<file path="src/rtl/window_line_buffer.sv">
// Raster-scan 3x3 window generator backed by two line buffers.
// Optional output frame_count is enabled by WINDOW_LINE_BUFFER_FRAME_COUNT_EN.
module window_line_buffer #(
   parameter int PIXEL_BITS = 8,
   parameter int IMG_WIDTH  = 16,
   parameter int IMG_HEIGHT = 16
) (
   input  logic                          clk,
   input  logic                          rst,
   input  logic                          clear,
   input  logic [PIXEL_BITS-1:0]         pixel_in,
   input  logic                          pixel_valid,
   output logic                          pixel_ready,
   output logic [9*PIXEL_BITS-1:0]       window_out,
   output logic                          window_valid,
   input  logic                          window_ready,
   output logic [$clog2(IMG_WIDTH)-1:0]  col_out,
   output logic [$clog2(IMG_HEIGHT)-1:0] row_out,
`ifdef WINDOW_LINE_BUFFER_FRAME_COUNT_EN
   output logic [15:0]                   frame_count,
`endif
   output logic                          frame_done
);

   localparam int CW = $clog2(IMG_WIDTH);
   localparam int RW = $clog2(IMG_HEIGHT);

   typedef logic [PIXEL_BITS-1:0] pix_t;

   pix_t line0 [IMG_WIDTH];
   pix_t line1 [IMG_WIDTH];

   // Only the two newest window columns need storage; the third is incoming.
   pix_t sr      [3][2];
   pix_t sr_next [3][3];
   pix_t col_new [3];

   logic [CW-1:0]           col;
   logic [RW-1:0]           row;
   logic [9*PIXEL_BITS-1:0] win_next;
   logic                    accept;
   logic                    qualify;
   logic                    last_col;
   logic                    last_row;

   assign pixel_ready = !window_valid || window_ready;
   assign accept      = pixel_valid && pixel_ready && !clear;
   assign qualify     = (row >= RW'(2)) && (col >= CW'(2));
   assign last_col    = (col == CW'(IMG_WIDTH - 1));
   assign last_row    = (row == RW'(IMG_HEIGHT - 1));
   assign col_out     = col;
   assign row_out     = row;

   always_comb begin
      col_new[0] = line1[col];
      col_new[1] = line0[col];
      col_new[2] = pixel_in;
      for (int r = 0; r < 3; r++) begin
         sr_next[r][0] = sr[r][0];
         sr_next[r][1] = sr[r][1];
         sr_next[r][2] = col_new[r];
      end
      win_next = '0;
      for (int r = 0; r < 3; r++) begin
         for (int c = 0; c < 3; c++) begin
            win_next[PIXEL_BITS*(3*r+c) +: PIXEL_BITS] = sr_next[r][c];
         end
      end
   end

   always_ff @(posedge clk or posedge rst) begin
      if (rst) begin
         for (int i = 0; i < IMG_WIDTH; i++) begin
            line0[i] <= '0;
            line1[i] <= '0;
         end
      end else if (accept) begin
         line1[col] <= line0[col];
         line0[col] <= pixel_in;
      end
   end

   always_ff @(posedge clk or posedge rst) begin
      if (rst) begin
         for (int r = 0; r < 3; r++) begin
            sr[r][0] <= '0;
            sr[r][1] <= '0;
         end
      end else if (accept) begin
         for (int r = 0; r < 3; r++) begin
            sr[r][0] <= sr_next[r][1];
            sr[r][1] <= sr_next[r][2];
         end
      end
   end

   always_ff @(posedge clk or posedge rst) begin
      if (rst) begin
         window_out   <= '0;
         window_valid <= 1'b0;
      end else if (clear) begin
         window_valid <= 1'b0;
      end else if (accept && qualify) begin
         window_out   <= win_next;
         window_valid <= 1'b1;
      end else if (window_ready) begin
         window_valid <= 1'b0;
      end
   end

   always_ff @(posedge clk or posedge rst) begin
      if (rst) begin
         col        <= '0;
         row        <= '0;
         frame_done <= 1'b0;
      end else if (clear) begin
         col        <= '0;
         row        <= '0;
         frame_done <= 1'b0;
      end else begin
         frame_done <= accept && last_col && last_row;
         if (accept) begin
            if (last_col) begin
               col <= '0;
               row <= last_row ? '0 : row + RW'(1);
            end else begin
               col <= col + CW'(1);
            end
         end
      end
   end

`ifdef WINDOW_LINE_BUFFER_FRAME_COUNT_EN
   // Survives clear so software can count frames across restarts.
   always_ff @(posedge clk or posedge rst) begin
      if (rst) begin
         frame_count <= '0;
      end else if (accept && last_col && last_row) begin
         frame_count <= frame_count + 16'd1;
      end
   end
`endif

endmodule

</file>
<file path="config.mk">
export PLATFORM = sky130hd
export DESIGN_NAME = window_line_buffer
export DESIGN_NICKNAME = d
export VERILOG_FILES = /design/src/rtl/window_line_buffer.sv
export SDC_FILE = /design/constraint.sdc
export NUM_CORES = 1
export LEC_CHECK = 0
export BUFFER_PORTS_ARGS = -buffer_cell sky130_fd_sc_hd__buf_2
export CELL_PAD_IN_SITES_DETAIL_PLACEMENT = 2
export CELL_PAD_IN_SITES_GLOBAL_PLACEMENT = 2
export CORE_MARGIN = 10
export CORE_UTILIZATION = 39
export DETAILED_ROUTE_END_ITERATION = 6
export PLACE_DENSITY_LB_ADDON = 0.1
export SLEW_MARGIN = 20
export SYNTH_ARGS = -nofsm -noshare
export SYNTH_HDL_FRONTEND = slang
export SYNTH_SLANG_ARGS = --single-unit
export TNS_END_PERCENT = 10
</file>
<file path="constraint.sdc">
create_clock -name clk -period 13.5 [get_ports clk]
set_clock_uncertainty 0.05 [all_clocks]
set_input_delay 2.7 -clock clk [delete_from_list [all_inputs] [get_ports clk]]
set_output_delay 2.7 -clock clk [all_outputs]
set_load 0.1 [all_outputs]
</file>
==> results of run 1 <==
## metal layers
layer / track usage (%) / vias to the layer above / share of wire [%]
li1: - / 4763 / -
met1: 26.31 / 5831 / 47
met2: 30.75 / 182 / 47
met3: 3.274 / 62 / 4.4
met4: 3.947 / 2 / 1.6
met5: 0 / - / 0.014
## registers in the layout (all words and copies together), names as in the netlist
name,flops
col_out,4
sr,48
line0,128
frame_done,1
window_out,72
line1,128
row_out,4
window_valid,1
## power groups by stage
stage | logic, mW | registers, mW | clock network [mW]
final | 0.376 | 1.35 | 1.21
after global routing | 0.419 | 1.37 | 1.29
after CTS | 0.383 | 1.35 | 1.24
after detailed placement | 0.380 | 1.37 | 0
after global placement | 0.370 | 1.37 | 0
after floorplan | 0.275 | 1.34 | 0
## worst min-delay path, stage by stage, from the launching register on
cell and delay (ns):
dfrtp_1 0.34, nand2_1 0.05, nand2_1 0.05
## how the worst min path moves through the flow
stage | startpoint | end | slack [ns] | depth (start not counted)
2_1_floorplan | sr[40]$_DFFE_PP0P_ | sr[40]$_DFFE_PP0P_ | 0.39 | 2
3_3_place_gp | sr[27]$_DFFE_PP0P_ | sr[27]$_DFFE_PP0P_ | 0.41 | 2
3_5_place_dp | sr[30]$_DFFE_PP0P_ | sr[30]$_DFFE_PP0P_ | 0.41 | 2
4_1_cts | sr[30]$_DFFE_PP0P_ | sr[30]$_DFFE_PP0P_ | 0.43 | 2
5_1_grt | sr[30]$_DFFE_PP0P_ | sr[30]$_DFFE_PP0P_ | 0.44 | 2
6_report | sr[27]$_DFFE_PP0P_ | sr[27]$_DFFE_PP0P_ | 0.43 | 2
## layout by cell type, fill, tap and decap left out, drive strengths merged, types with 6 or more instances in the layout
| cell | instances |
|---|---|
| clkinv | 11 |
| o22ai | 21 |
| and2 | 18 |
| nor3 | 12 |
| nor2 | 11 |
| mux2i | 65 |
| a21oi | 74 |
| a31oi | 79 |
| inv | 13 |
| ha | 6 |
| dfrtp | 386 |
| nand2 | 110 |
| clkbuf | 63 |
| mux4 | 59 |
| o21ai | 6 |
| buf | 133 |
| mux2 | 266 |
## cell usage after synthesis (4+ instances only)
cell      instances
dfrtp_1         386
mux2_2          260
nand2_1         109
a31oi_1          79
a21oi_1          74
mux2i_1          65
mux4_2           59
buf_2            43
clkbuf_1         37
o22ai_1          21
and2_1           17
buf_4            16
buf_6            12
nor2_1           11
inv_1            10
nor3_1            8
ha_1              6
mux2_4            6
o21ai_0           6
buf_1             5
nor3_2            4
## area by class of cell
| class | count | area [µm²] | area share [%] |
|---|---|---|---|
| Sequential cell | 386 | 9666 | 49.04 |
| Multi-Input combinational cell | 758 | 7023 | 35.63 |
| Clock buffer | 63 | 1284 | 6.513 |
| Timing Repair Buffer | 133 | 780.7 | 3.961 |
| Tap cell | 592 | 740.7 | 3.758 |
| Clock inverter | 16 | 161.4 | 0.8189 |
| Inverter | 12 | 52.55 | 0.2666 |
| Antenna cell | 1 | 2.502 | 0.01270 |
## logic make-up (layout without fill, tap and decap cells)
kind of cell / Yosys count / after routing
buffers and inverters: 126 / 224
xor gates and xnor gates: 4 / 4
and+or+nand+nor: 175 / 175
muxes: 390 / 390
other: 0 / 1
adders and majority gates: 6 / 6
DFF: 386 / 386
AOI/OAI and AO/OA: 183 / 183
## stage by stage
stage	hold WS [ns]	power (mW)	worst slack (ns)	cell area (µm²)	util, %
detailed placement	0.4147	1.751	6.666	18240	41.42
global placement	0.4067	1.735	6.723	18240	41.42
floorplan	0.3918	1.619	0.02250	17320	-
CTS	0.4294	2.975	6.645	19680	44.70
global route	0.4413	3.077	6.533	19710	44.76
finish	0.4267	2.931	6.641	19710	44.77
==> impl_results.md, run 1 <==
* Core ar. at 44030 µm²
* Top cell type by total area after synthesis: dfrtp_1
* Synth top area cells: dfrtp_1, mux2_2, mux4_2, mux2i_1, a31oi_1
* Via count at 10840
* H-Tree Level Count at 2
* # fillers at 4358
* CP most frequent cell: buf_2
* Sw frac at 26.48%
* Mux share of post-synthesis cell area at 28.85%
* Max-slew violations at 0
* DIE WIDTH at 230.7 µm
* EDFF count, synth at 0
* CP peak stage delay at 0.64 ns
* P_sw at 776.1 µW
* WP depth at 4
* Adder-cell share of the synthesized area at 0.4334%
* Tmin final at 6.859 ns
* Buf/Inv on CP at 3
* Fmax at 0.1458 GHz
* R2r worst-path depth at 6
* WL final at 49560 µm
* Main synth FF type: dfrtp_1
* Synth Net Count at 1289
* Share of layout cells above drive strength 1 at 40.20%
* Post-synth ARST share at 100.0%
* # DRC at 0
* Initial DRC count at 695
* Tcrit/Tclk final at 50.81%
* Crit-path cells: buf_2 -> nor2b_1 -> inv_1 -> buf_2
* Crit path max-delay family: buffers and inverters
* Largest family of logic cells by synthesized area: multiplexers
* Clock-pin slew on the worst setup and hold paths at 0.06 ns
* CTS tree: yes
* Share of the synthesized area in the top cell type at 55.76%
* Maximum capacitance violations at 0
* PostCTS Resize Cnt at 0
* Grt ovf at 0
* Worst slew pin tran at 1.111 ns
* Power Internal at 2.155 mW
* Data arrival time of the worst path at 4.11 ns
* Worst reg-to-reg setup slack at 9.62 ns
* Clock share of power at 41.2%
* Count of state elements after synthesis at 386
* Final hold violation count at 0
* Post-route ant nets at 0
* Sequential-to-total area share from yosys stat at 55.76%
* Syn Inst Count at 1270
* Syn avg cell area at 13.64 µm²
* Startpoint Class: input port
* Status: complete, no violations
* Total CTS buffers at 45
* Synth Cell Area at 17320 µm²
* Finished Layout Cells at 1961
* Wire length per cell at 25.27 µm
* Fin Setup TNS at 0 ns
* Leak Pwr at 9.298 nW
* Clk root buf: clkbuf_16
* CP Class: input port to primary output
* Simple-gate area share of the yosys netlist at 4.767%
* Sequential cell fraction of total power at 46.0%
* Maximum vdd drop at 0.09080 mV
* Final net count at 1355
* Final setup violation count at 0
* Drt pass-1 iters at 4
* YS warnings at 0
* Die height at 230.7 µm
* Hold-fix buffers, CTS at 0
* Reg2reg end: line0[86]$_DFFE_PP0P_
* RSZ-0062 raised after global routing: false
* Die Area at 53240 µm²
* Clk sink count at 386
* DP HPWL at 31650 µm
* DR vias/cell at 5.528
* Count of different cell masters after synthesis at 41
* Largest net degree at the start of global routing at 115
* CP max-delay cell: nor2b_1
* Initial core utilization at 39.34%
* # IOs at 96
* CP Launch Point: window_ready
* Max clock buf depth at 3
* Worst slew margin at 25.93%
* Initial antenna violation count at 1
* IO buf count at 95
* Core Rows at 77
* Req. time, crit path at 10.75 ns
* Last element of the critical path: pixel_ready
* Placed cells at 1880
* RD Place Congestion at 0.7446
* Skew-Pair Late Insertion Delay at 0.57 ns
* Tot GR Track Use at 18.97%
* RR Startpoint: col_out[0]$_DFFE_PP0P_
* Logic pwr share at 12.8%
* Crit. End Element: primary output
* Worst hold path type: flip-flop to flip-flop
* First-pass GRT wire length at 78560 µm
* Peak fanout along the critical path at 9
* Synth Area in Compound Gates at 6.068%
* Area Growth Syn to Fin at 13.79%
* Cell Pwr Density at 148.7 nW/µm²
* Vias in the first global route at 12095
* XOR/XNOR share of the synthesized area at 0.2023%
* Post-CTS Setup Bufs at 0
Note: power is estimated with default switching activity, not from simulation.
==> run 2, diff against run 1 <==
Clock period 13.5 ns to 6.25 ns, I/O delays scaled along.
==> run 2 against run 1 <==
Via count is 0.90% higher. Power is 120% higher. Sequential share of layout area is 0.084 points higher. Worst hold slack hardly changed. Highest routed layer is now met4. Worst setup slack worse by 4.3 ns. Largest cell class unchanged. Critical path depth stayed put.
==> impl_results.md, run 2 (synthesized netlist as in run 1, its figures left out) <==
* Skew-Pair Late Insertion Delay at 0.57 ns (about the same)
* Logic pwr share at 12.8% (about the same)
* Req. time, crit path at 4.95 ns (-5.80 ns)
* Worst hold path type: flip-flop to flip-flop
* Wire length per cell at 26.34 µm (+4.2%)
* Status: complete, no violations
* Sw frac at 26.66% (+0.18 points)
* RR Startpoint: col_out[0]$_DFFE_PP0P_
* Fmax at 0.2531 GHz
* DP HPWL at 33410 µm (+5.5%)
* Share of layout cells above drive strength 1 at 39.91% (-0.29 points)
* Place WS at 2.289 ns (-4.377 ns)
* First-pass GRT wire length at 80780 µm (+2.8%)
* Worst slew pin tran at 1.051 ns (-0.06025 ns)
* Worst slew margin at 29.95% (+4.0 points)
* Final setup violation count at 0 (unchanged)
* Max clock buf depth at 3 (unchanged)
* Hold-fix buffers, CTS at 0 (unchanged)
* WL final at 51630 µm (+4.2%)
* Final hold violation count at 0 (unchanged)
* H-Tree Level Count at 2 (unchanged)
* Max-slew violations at 0 (unchanged)
* Die height at 230.7 µm (unchanged)
* Sequential cell fraction of total power at 46.6% (+0.6 points)
* DIE WIDTH at 230.7 µm (unchanged)
* Cell Pwr Density at 320.6 nW/µm² (+120%)
* Via count at 10938 (+0.90%)
* # fillers at 4330 (-0.64%)
* P_sw at 1.681 mW (+120%)
* Clk sink count at 386 (unchanged)
* Initial DRC count at 668 (-3.9%)
* Fin Setup TNS at 0 ns (unchanged)
* Fin util at 44.69% (-0.077 points)
* CTS tree: yes
* Hold Crit Start: sr[30]$_DFFE_PP0P_
* Tot GR Track Use at 19.64% (+0.67 points)
* Data arrival time of the worst path at 2.65 ns (-1.46 ns)
* Most frequent cells in the layout: dfrtp_1, mux2_2, nand2_1
* Peak fanout along the critical path at 9 (unchanged)
* Largest regs: line0 (128), line1 (128), window_out (72)
* Post-CTS Setup Bufs at 0 (unchanged)
* Tmin final at 3.951 ns
* Core ar. at 44030 µm² (unchanged)
* Final Power at 6.307 mW (+120%)
* RSZ-0062 raised after global routing: false
* Initial core utilization at 39.34% (unchanged)
* # DRC at 0 (unchanged)
* Die Area at 53240 µm² (unchanged)
* Final net count at 1357 (+0.15%)
* Clk root buf: clkbuf_16
* Grt ovf at 0 (unchanged)
* Initial antenna violation count at 0 (-1)
* Area Growth Syn to Fin at 13.59%
* Total CTS buffers at 46 (+2.2%)
* RD Place Congestion at 0.7485 (+0.52%)
* DR vias/cell at 5.581 (+0.96%)
* Largest net degree at the start of global routing at 167 (+45%)
* PostCTS Resize Cnt at 0 (unchanged)
* Placed cells at 1882 (+0.11%)
* Worst reg-to-reg setup slack at 2.52 ns (-7.10 ns)
* Finished Layout Cells at 1960 (-0.051%)
* Most common cell after layout, fill and taps aside: dfrtp_1
* Drt pass-1 iters at 4 (unchanged)
* Post-route ant nets at 0 (unchanged)
* Startpoint Class: input port
* IO buf count at 95 (unchanged)
* # diodes at 0 (-1)
* Crit. End Element: primary output
* CP Launch Point: window_ready
* Vias in the first global route at 12193 (+0.81%)
* Tcrit/Tclk final at 63.21%
* # IOs at 96 (unchanged)
* CP Class: input port to primary output
* Clock-pin slew on the worst setup and hold paths at 0.05 ns (about the same)
* Worst setup margin at 2.299 ns (-4.341 ns)
* Leak Pwr at 9.277 nW (-0.22%)
* Maximum capacitance violations at 0 (unchanged)
* Core Rows at 77 (unchanged)
* Power Internal at 4.626 mW (+110%)
* Clock share of power at 40.6% (-0.6 points)
* Maximum vdd drop at 0.1772 mV (+95%)
[run 2: cell count changes in the layout (fill, tap and decap cells not counted), moves of 2 or more]
cell / previous run / this run
bufinv_16: 3 / 1
clkbuf_8: 9 / 5
clkinv_2: 11 / 9
clkbuf_16: 45 / 49
clkbuf_1: 9 / 14
[run 2: path summary, 6_finish.rpt]
kind / end / depth (start not counted)
min in group asynchronous: line0[110]$_DFFE_PP0P_ / 2
max in group asynchronous: col_out[0]$_DFFE_PP0P_ / 3
hold / removal: sr[30]$_DFFE_PP0P_ / 2
hold reg to reg: sr[30]$_DFFE_PP0P_ / 2
setup / recovery: pixel_ready / 4
setup reg to reg: line1[35]$_DFFE_PP0P_ / 7
[run 2: power groups by stage]
stage	combinational, mW	clock, mW	sequential, mW
3_5_place_dp	0.814	0	2.98
4_1_cts	0.820	2.64	2.94
6_report	0.805	2.56	2.94
5_1_grt	0.893	2.76	2.98
2_1_floorplan	0.594	0	2.90
3_3_place_gp	0.788	0	2.96
[run 2: worst max-delay path, stage by stage]
cell and delay, ns:
buf_2 0.10, nor2b_1 0.63, inv_1 0.29, buf_2 0.38
[run 2: through the flow]
stage	instance area (µm²)	hold WS, ns
global placement	18250	0.4043
detailed placement	18250	0.4154
global route	19680	0.4433
floorplan	17330	0.3918
finish	19680	0.4263
CTS	19680	0.4314
[run 2: cell type report]
type / instances / area (µm²) / area share (%)
flip-flops and latches: 386 / 9666 / 49.12
multi-input cells: 758 / 7018 / 35.67
clock buffers: 68 / 1348 / 6.849
repair buffers: 134 / 780.7 / 3.968
well taps: 592 / 740.7 / 3.764
clock inverters: 10 / 75.07 / 0.3815
inverters: 12 / 48.80 / 0.2480
[run 2: metal layers]
metal  vias to the layer above  routed length, µm  track usage (%)
met5                         -                  0                0
met4                         0                853            4.748
met3                        64               2291            3.127
met2                       196              24660            31.61
met1                      5932              23820            27.34
li1                       4746                  -                -
